File: config.mk
export PLATFORM = sky130hd
export DESIGN_NAME = pacman_mover
export DESIGN_NICKNAME = d
export VERILOG_FILES = /design/src/rtl/pacman_pkg.sv /design/src/rtl/pacman_req_latch.sv /design/src/rtl/pacman_mover.sv
export SDC_FILE = /design/constraint.sdc
export NUM_CORES = 1
export LEC_CHECK = 0
export ABC_AREA = 1
export BUFFER_PORTS_ARGS = -buffer_cell sky130_fd_sc_hd__clkbuf_2
export CORE_ASPECT_RATIO = 1.1
export CORE_MARGIN = 3
export CORE_UTILIZATION = 64
export DETAILED_ROUTE_END_ITERATION = 10
export HOLD_SLACK_MARGIN = 0.06
export PLACE_DENSITY = 0.86
export SYNTH_ARGS = -nofsm -noshare
export SYNTH_HDL_FRONTEND = slang
export SYNTH_SLANG_ARGS = --single-unit
File: constraint.sdc
create_clock -name clk -period 8.6 [get_ports clk]
set_clock_uncertainty 0.1 [all_clocks]
set_input_delay 0.43 -clock clk [delete_from_list [all_inputs] [get_ports clk]]
set_output_delay 0.43 -clock clk [all_outputs]
set_load 0.05 [all_outputs]
File: src/rtl/pacman_pkg.sv
// Shared definitions for the Pac-Man mover: direction encoding, maze geometry
// and FSM state codes.
package pacman_pkg;

  // Direction codes double as indices into the {D,U,R,L} legality vector.
  localparam logic [1:0] DIR_L = 2'b00;
  localparam logic [1:0] DIR_R = 2'b01;
  localparam logic [1:0] DIR_U = 2'b10;
  localparam logic [1:0] DIR_D = 2'b11;

  localparam int SF   = 60;
  localparam int S_X  = 150;
  localparam int S_Y  = 34;
  localparam int COLS = 8;
  localparam int ROWS = 8;

  typedef logic [1:0] state_t;
  localparam state_t ST_IDLE   = 2'd0;
  localparam state_t ST_QUERY  = 2'd1;
  localparam state_t ST_DECIDE = 2'd2;
  localparam state_t ST_STEP   = 2'd3;

  // L<->R and U<->D differ only in bit 0.
  function automatic logic [1:0] opposite(input logic [1:0] d);
    return d ^ 2'b01;
  endfunction

endpackage

File: src/rtl/pacman_req_latch.sv
// Priority-encodes the direction buttons (L > R > U > D) and holds the pending
// request until it is consumed or replaced; a new press wins over a consume.
module pacman_req_latch
  import pacman_pkg::*;
(
  input  logic       clk,
  input  logic       rst,
  input  logic       btn_l,
  input  logic       btn_r,
  input  logic       btn_u,
  input  logic       btn_d,
  input  logic       consume,
  output logic       req_v,
  output logic [1:0] req_dir
);

  logic       any_btn;
  logic [1:0] enc_dir;

  always_comb begin
    any_btn = btn_l | btn_r | btn_u | btn_d;
    if (btn_l)      enc_dir = DIR_L;
    else if (btn_r) enc_dir = DIR_R;
    else if (btn_u) enc_dir = DIR_U;
    else            enc_dir = DIR_D;
  end

  always_ff @(posedge clk) begin
    if (rst) begin
      req_v   <= 1'b0;
      req_dir <= DIR_R;
    end else if (any_btn) begin
      req_v   <= 1'b1;
      req_dir <= enc_dir;
    end else if (consume) begin
      req_v   <= 1'b0;
    end
  end

endmodule

File: src/rtl/pacman_mover.sv
// Pac-Man tile/offset position controller with a legality-query handshake.
// Define PACMAN_WRAP_EN to let horizontal moves wrap across the maze edges.
module pacman_mover
  import pacman_pkg::*;
#(
  parameter int STEP      = 2,
  parameter int START_COL = 0,
  parameter int START_ROW = 0
) (
  input  logic       clk,
  input  logic       rst,
  input  logic       frame_tick,
  input  logic       btn_l,
  input  logic       btn_r,
  input  logic       btn_u,
  input  logic       btn_d,
  output logic       q_req,
  output logic [3:0] q_row,
  output logic [3:0] q_col,
  input  logic       q_ack,
  input  logic       leg_l,
  input  logic       leg_r,
  input  logic       leg_u,
  input  logic       leg_d,
  output logic [9:0] xpos,
  output logic [9:0] ypos,
  output logic [1:0] dir,
  output logic       moving,
  output logic [1:0] fsm_state
);

`ifdef PACMAN_WRAP_EN
  localparam logic WRAP = 1'b1;
`else
  localparam logic WRAP = 1'b0;
`endif

  localparam logic [5:0] SF_W    = 6'(SF);
  localparam logic [5:0] STEP_W  = 6'(STEP);
  localparam logic [5:0] OFF_MAX = 6'(SF - STEP);
  localparam logic [3:0] COL_MAX = 4'(COLS - 1);
  localparam logic [3:0] ROW_MAX = 4'(ROWS - 1);

  state_t     state, state_n;
  logic [3:0] col, col_n, row, row_n;
  logic [5:0] off, off_n;
  logic [1:0] dir_n;
  logic       moving_n;
  logic [3:0] leg_q, leg_n, legal_vec;
  logic       consume, req_v, aligned;
  logic [1:0] req_dir;
  logic [9:0] xpos_n, ypos_n;

  pacman_req_latch u_req (
    .clk     (clk),
    .rst     (rst),
    .btn_l   (btn_l),
    .btn_r   (btn_r),
    .btn_u   (btn_u),
    .btn_d   (btn_d),
    .consume (consume),
    .req_v   (req_v),
    .req_dir (req_dir)
  );

  assign aligned   = (off == 6'd0);
  assign q_req     = (state == ST_QUERY);
  assign q_row     = row;
  assign q_col     = col;
  assign fsm_state = state;

  // Grid edges override the maze answer; only columns may wrap.
  always_comb begin
    legal_vec[0] = leg_q[0] & (WRAP | (col != 4'd0));
    legal_vec[1] = leg_q[1] & (WRAP | (col != COL_MAX));
    legal_vec[2] = leg_q[2] & (row != 4'd0);
    legal_vec[3] = leg_q[3] & (row != ROW_MAX);
  end

  always_comb begin
    state_n  = state;
    col_n    = col;
    row_n    = row;
    off_n    = off;
    dir_n    = dir;
    moving_n = moving;
    leg_n    = leg_q;
    consume  = 1'b0;
    case (state)
      ST_IDLE: begin
        if (frame_tick) state_n = aligned ? ST_QUERY : ST_STEP;
      end
      ST_QUERY: begin
        if (q_ack) begin
          leg_n   = {leg_d, leg_u, leg_r, leg_l};
          state_n = ST_DECIDE;
        end
      end
      ST_DECIDE: begin
        if (req_v && legal_vec[req_dir]) begin
          dir_n    = req_dir;
          moving_n = 1'b1;
          consume  = 1'b1;
        end else if (!(moving && legal_vec[dir])) begin
          moving_n = 1'b0;
        end
        state_n = ST_STEP;
      end
      default: begin
        // Mid-tile reversal needs no query: the path just travelled is open.
        if (!aligned && req_v && (req_dir == opposite(dir))) begin
          dir_n   = req_dir;
          consume = 1'b1;
        end
        if (moving) begin
          case (dir_n)
            DIR_R: begin
              if (off + STEP_W == SF_W) begin
                col_n = (WRAP && col == COL_MAX) ? 4'd0 : col + 4'd1;
                off_n = 6'd0;
              end else begin
                off_n = off + STEP_W;
              end
            end
            DIR_D: begin
              if (off + STEP_W == SF_W) begin
                row_n = row + 4'd1;
                off_n = 6'd0;
              end else begin
                off_n = off + STEP_W;
              end
            end
            DIR_L: begin
              if (aligned) begin
                col_n = (col == 4'd0) ? COL_MAX : col - 4'd1;
                off_n = OFF_MAX;
              end else begin
                off_n = off - STEP_W;
              end
            end
            default: begin
              if (aligned) begin
                row_n = row - 4'd1;
                off_n = OFF_MAX;
              end else begin
                off_n = off - STEP_W;
              end
            end
          endcase
        end
        state_n = ST_IDLE;
      end
    endcase
  end

  // Pixel position is built from next-state values so it updates with the step.
  always_comb begin
    xpos_n = 10'(S_X) + 10'(col_n) * 10'(SF) + ((dir_n[1] == 1'b0) ? 10'(off_n) : 10'd0);
    ypos_n = 10'(S_Y) + 10'(row_n) * 10'(SF) + ((dir_n[1] == 1'b1) ? 10'(off_n) : 10'd0);
  end

  always_ff @(posedge clk) begin
    if (rst) begin
      state  <= ST_IDLE;
      col    <= 4'(START_COL);
      row    <= 4'(START_ROW);
      off    <= 6'd0;
      dir    <= DIR_R;
      moving <= 1'b0;
      leg_q  <= 4'd0;
      xpos   <= 10'(S_X + START_COL * SF);
      ypos   <= 10'(S_Y + START_ROW * SF);
    end else begin
      state  <= state_n;
      col    <= col_n;
      row    <= row_n;
      off    <= off_n;
      dir    <= dir_n;
      moving <= moving_n;
      leg_q  <= leg_n;
      xpos   <= xpos_n;
      ypos   <= ypos_n;
    end
  end

endmodule

Yosys cells after proc, flatten, opt, wreduce, memory -nomap -nowiden
Cells that the tools add are included.
{"block": "op_classes", "n_addsub": 10, "n_mul": 2, "n_div": 0, "order_cmp": 2, "eq_ne": 12, "n_shift": 0, "muxes": 40, "bitwise_logic": 9, "n_reduce_logical": 20}
{"operator": "$mux W6", "count": 7}
{"operator": "$mux W4", "count": 9}
{"operator": "$add A10 B6 Y10", "count": 2}
{"operator": "$mul A4 B4 Y8 const B", "count": 2}
{"operator": "$mux W2", "count": 8}
{"operator": "$pmux W4 S2", "count": 2}
{"operator": "$add A6 B10 Y10 const A", "count": 1}
{"operator": "$add A8 B10 Y10 const A", "count": 1}
{"operator": "$mux W1", "count": 9}
{"operator": "$add A4 B1 Y4 const B", "count": 2}
{"operator": "$ne A4 B3 Y1 const B", "count": 2}
{"operator": "$reduce_and A2 Y1", "count": 4}
{"operator": "$reduce_bool A4 Y1", "count": 2}
{"operator": "$sub A4 B1 Y4 const B", "count": 2}
{"operator": "$add A6 B2 Y6 const B", "count": 1}
{"operator": "$eq A6 B6 Y1 const B", "count": 1}
{"operator": "$logic_not A6 Y1", "count": 1}
{"operator": "$lt A2 B3 Y1 const B", "count": 2}
{"operator": "$ne A2 B2 Y1 const B", "count": 3}
{"operator": "$pmux W2 S3", "count": 1}
{"operator": "$reduce_or A2 Y1", "count": 3}
{"operator": "$sub A6 B2 Y6 const B", "count": 1}
{"operator": "$and A1 B1 Y1", "count": 4}
{"operator": "$bmux W1 S2", "count": 2}
{"operator": "14 further kinds", "count": 23}
{"block": "word_totals", "reg_bits": 46, "latch_bits": 0, "ram_bits": 0, "romBits": 0, "in_bits": 12, "out_inout_bits": 34, "elab_cells": 107, "n_memories": 0}

Depth between registers and ports, before layout
{"block": "depth", "word_depth": 14, "depth_mapped": 31, "ltp_nobuf": 30}

Hierarchy
Synthesis repeated with hierarchy kept, for this count alone.
{"block": "unflattened", "hier_cells": 571, "hier_area_um2": 3947.5}
{"mod": "pacman_mover", "instances": 1, "cells_each": 549, "area_each_um2": 3806.2, "seq_area_each_um2": 860.8}
{"mod": "pacman_req_latch", "instances": 1, "cells_each": 22, "area_each_um2": 141.4, "seq_area_each_um2": 60.1}

Worst setup path after synthesis
No wires, ideal clock.
{"block": "synth_path", "path_type": "register to register", "startpoint": "register col[0], in the netlist q_col[0]", "endpoint": "register xpos[8]", "setup_time_ns": 0.070, "arrival_ns": 4.800, "required_ns": 8.430, "path_slack_ns": 3.630, "path_stages_with_launch": 25, "n_path_buf": 0, "cell_sequence": "dfxtp_1 inv_1 ha_1 nand3_2 inv_1 o21ai_0 o21ai_0 nand3_1 o21ai_0 nand2_1 nand2_1 fa_1 inv_1 fa_1 fa_1 inv_1 ha_1 ha_1 nand2_1 nor2_1 a211oi_1 nor2_1 o21ai_0 o21ai_0 a21oi_1"}
{"block": "synth_via", "elab_chain_len": 9, "word_cells_on_any_way": 22, "cone_classes": "add/sub: 4; mul: 1; eq/ne: 1; mux: 11; bitwise: 2; reduce/logical: 3"}
{"item": "from (decl)", "line_no": "pacman_mover.sv:45", "source": "logic [3:0] col, col_n, row, row_n;"}
{"item": "from (signal assigned)", "line_no": "pacman_mover.sv:165", "source": "col <= 4'(START_COL);"}
{"item": "from (signal assigned)", "line_no": "pacman_mover.sv:175", "source": "col <= col_n;"}
{"item": "$sub A4 B1 Y4 or $logic_not A4 Y1 (tied branches)", "line_no": "pacman_mover.sv:135", "source": "col_n = (col == 4'd0) ? COL_MAX : col - 4'd1;"}
{"item": "$mux W4", "line_no": "pacman_mover.sv:135"}
{"item": "$mux W4", "line_no": "pacman_mover.sv:134", "source": "if (aligned) begin"}
{"item": "$pmux W4 S2", "line_no": "pacman_mover.sv:116", "source": "case (dir_n)"}
{"item": "$mux W4", "line_no": "pacman_mover.sv:115", "source": "if (moving) begin"}
{"item": "$mux W4 (*)", "line_no": "pacman_mover.sv:89", "source": "case (state)"}
{"item": "named net col_n[0]", "line_no": "pacman_mover.sv:45"}
{"item": "$mul A4 B4 Y8 (*)", "line_no": "pacman_mover.sv:158", "source": "xpos_n = 10'(S_X) + 10'(col_n) * 10'(SF) + ((dir_n[1] == 1'b0) ? 10'(off_n) : 10'd0);"}
{"item": "$add A8 B10 Y10 (*)", "line_no": "pacman_mover.sv:158"}
{"item": "$add A10 B6 Y10 (*)", "line_no": "pacman_mover.sv:158"}
{"item": "to (signal assigned)", "line_no": "pacman_mover.sv:171", "source": "xpos <= 10'(S_X + START_COL * SF);"}
{"item": "to (signal assigned)", "line_no": "pacman_mover.sv:181", "source": "xpos <= xpos_n;"}
{"item": "to (decl)", "line_no": "pacman_mover.sv:25", "source": "output logic [9:0] xpos,"}
Mark *: on every way through the listed nets, which the timed path passes. The rest lies on a longest branch. The select of a mux whose other input is x is not followed.
A chain may end at the register's enable or synchronous reset.

Worst setup path in the final report
{"block": "layout_path", "startpoint": "register off[1]", "endpoint": "register xpos[8]"}
{"block": "layout_via", "elab_chain_len": 13, "word_cells_on_any_way": 28, "cone_classes": "add/sub: 4; mul: 1; eq/ne: 3; mux: 14; reduce/logical: 6"}
{"item": "from (decl)", "line_no": "pacman_mover.sv:46", "source": "logic [5:0] off, off_n;"}
{"item": "from (signal assigned)", "line_no": "pacman_mover.sv:177", "source": "off <= off_n;"}
{"item": "branches (longest 7 deep; another with $add A6 B2 Y6)"}
{"item": "$pmux W4 S2 (*)", "line_no": "pacman_mover.sv:116"}
{"item": "$mux W4 (*)", "line_no": "pacman_mover.sv:115"}
{"item": "$mux W4 (*)", "line_no": "pacman_mover.sv:89"}
{"item": "named net col_n[2]", "line_no": "pacman_mover.sv:45"}
{"item": "$mul A4 B4 Y8 (*)", "line_no": "pacman_mover.sv:158"}
{"item": "$add A8 B10 Y10 (*)", "line_no": "pacman_mover.sv:158"}
{"item": "$add A10 B6 Y10 (*)", "line_no": "pacman_mover.sv:158"}
Mark *: on every way through the listed nets, which the timed path passes. The select of a mux whose other input is x is not followed.

==> flow_summary.json <==
{
  "maxSlewHeadroom_pct": 57.6,
  "hold_viol_final": 0,
  "boundaryPins": 46,
  "avgViaCountPerCell": 5.41,
  "root_buffer": "clkbuf_8",
  "synthesis.area_mm2": 0.00397,
  "min_period_over_period_pct": 64.8,
  "r2r_cells": 27,
  "dieArea_mm2": 0.00719,
  "antenna_found_initial": 0,
  "async_flop_share_pct": 0,
  "critPathCapture": "xpos[8]",
  "drt-wirelength-per-cell_um": 13.0,
  "synth_compound_area_share_pct": 8.38,
  "synth_top_family_by_area": "simple AND/OR/NAND/NOR gates",
  "end_kind": "flip-flop",
  "cap_violations": 0,
  "cts_tree": "done",
  "fp.dieH_um": 88.6,
  "start_util_pct": 67.6,
  "h-tree-depth": 2,
  "start_kind": "flip-flop",
  "peakVddDrop_uv": 106,
  "critical_path_arrival_ps": 5730,
  "ys_types": 32,
  "yosysSeqAreaShare_pct": 23.2,
  "ff2ff_setup_slack_ps": 3020,
  "final_common_cell": "nand2_1",
  "drc_errors": 0,
  "synthAdderAreaFrac_pct": 22.7,
  "first_iter_violations": 259,
  "rows": 29,
  "grt_start_max_net_pins": 27,
  "timing.rr.start": "off[1]",
  "routed_wl_mm": 9.03,
  "max_freq_mhz": 179,
  "die_x_um": 81.1,
  "cts_made_buffers": 5,
  "min_period_ps": 5580,
  "ys_warn_count": 0,
  "rr_endpoint": "xpos[8]",
  "cts_resized": 0,
  "p_leak_nw": 2.35,
  "grt_pass1_wl_mm": 15.1,
  "post_cts_buffers": 0,
  "grt_setup_unrepaired": "no",
  "status": "finished, final reports clean",
  "numPortBuffers": 45,
  "grt_overflow": 0,
  "cp_num_cells": 27,
  "critPathKind": "reg2reg",
  "ys_ff_latch": 46,
  "max_slew.worst_pin.slew_ps": 637,
  "synth-edff-count": 0,
  "synth_xor_xnor_area_share_pct": 3.75,
  "grt_pass1_vias": 3470,
  "syn_nets": 655,
  "core_mm2": 0.00588,
  "finalSetupTns_ps": 0,
  "layout-drive-gt1-share_pct": 12.8,
  "whs_ps": 238,
  "critPathBufInv": 4,
  "layout_common_cells": "nand2_1, inv_1, nor2_1",
  "final_nets": 694,
  "startpoint": "off[1]",
  "cpPeakStageDelay_ps": 540,
  "worstSkewPairLatency_ps": 310,
  "hold_path.class": "in2reg",
  "setup_viol": 0,
  "grt_util_all_layers_pct": 26.4,
  "power.density_mw_per_mm2": 126,
  "synth_flop_cell": "dfxtp_1",
  "hold_buffers": 0,
  "firstDrtPassIters": 5,
  "clk_path_buf_depth": 2,
  "clk_pin_slew_ps": 100,
  "dp_hpwl_mm": 7.01,
  "cp_max_fo": 14,
  "num_vias": 3760,
  "postSynthCellCount": 578,
  "cp_top_family": "adder cells",
  "cts_num_sinks": 46,
  "drv_slew": 0,
  "crit_top_cell": "nand2_1",
  "antenna_cells": 0,
  "synth.area.mux_share_pct": 0,
  "critPathSlowestCell": "fa_1",
  "synthSimpleGateAreaFrac_pct": 30.5,
  "required_ps": 8750,
  "detail-route-antenna-nets": 0,
  "syn_avg_cell_area_um2": 6.87,
  "routabilityCongestion": 0.929,
  "syn_to_final_growth_pct": 8.32
}
## power by group
| part | internal, mW | switching [mW] | total, mW | leakage [nW] |
|---|---|---|---|---|
| logic | 0.0448 | 0.106 | 0.151 | 1.93 |
| clock network | 0.0606 | 0.0879 | 0.148 | 0.0495 |
| registers | 0.225 | 0.0155 | 0.240 | 0.373 |
| total | 0.330 | 0.210 | 0.540 | 2.35 |
## Yosys cell counts (all sizes together), types with 3 or more instances
| library cell | count | share of area, % |
|---|---|---|
| nand2 | 142 | 14 |
| inv | 97 | 9.2 |
| nor2 | 67 | 7.1 |
| ha | 53 | 17 |
| nand3 | 51 | 7.1 |
| dfxtp | 46 | 23 |
| o21ai | 30 | 3.8 |
| a21oi | 23 | 2.9 |
| fa | 12 | 6.0 |
| xor2 | 12 | 2.6 |
| nand4 | 9 | 1.4 |
| buf | 8 | 1.7 |
| clkbuf | 5 | 0.47 |
| xnor2 | 5 | 1.1 |
| nor3 | 4 | 0.50 |
| or2 | 3 | 0.47 |
## kinds of logic after synthesis
family,Yosys count
and+or+nand+nor,277
buffers and inverters,111
adders and majority gates,65
AOI/OAI and AO/OA,62
DFF,46
xor gates and xnor gates,17
## metal layers
layer	wire length [um]	up-vias	share of wire [%]	GRT usage [%]
met5	0	-	0	0
met4	140	0	1.5	7.83
met3	396	17	4.4	3.05
met2	4470	106	50	46.8
met1	4020	1739	45	33.6
li1	-	1898	-	-
## metrics by stage
stage / util [%] / cell area, um2 / cells / power [mW] / setup slack, ps
after floorplan: - / 3970 / 578 / 0.358 / 3630
after global placement: 71.6 / 4210 / 687 / 0.390 / 3360
after detailed placement: 71.6 / 4210 / 687 / 0.394 / 3100
after CTS: 73.2 / 4300 / 695 / 0.538 / 3030
after global routing: 73.2 / 4300 / 695 / 0.566 / 2490
final: 73.2 / 4300 / 695 / 0.540 / 3020
## flip-flops by register name, summed over array words and instances (netlist names)
| register | flops |
|---|---|
| q_row | 4 |
| dir | 2 |
| ypos | 10 |
| moving | 1 |
| u_req.req_dir | 2 |
| off | 6 |
| q_col | 4 |
| u_req.req_v | 1 |
| xpos | 10 |
| leg_q | 4 |
| fsm_state | 2 |
## area by class of cell
type	instances	area (um2)
multi-input cells	421	2600
well taps	77	96.3
repair buffers	45	225
flip-flops and latches	46	921
inverters	98	368
clock inverters	3	26.3
clock buffers	5	68.8
fillers	486	1580
## how the worst min path moves through the flow
| stage | cells after the start | to | from | slack (ps) |
|---|---|---|---|---|
| finish | 2 | u_req.req_dir[0] | btn_l | 240 |
| global route | 2 | u_req.req_dir[0] | btn_l | 260 |
| CTS | 2 | u_req.req_dir[0] | btn_l | 240 |
| detailed placement | 2 | off[0] | off[0] | 370 |
| global placement | 2 | off[0] | off[0] | 370 |
| floorplan | 2 | off[0] | off[0] | 340 |
(Power assumes the default switching activity.)
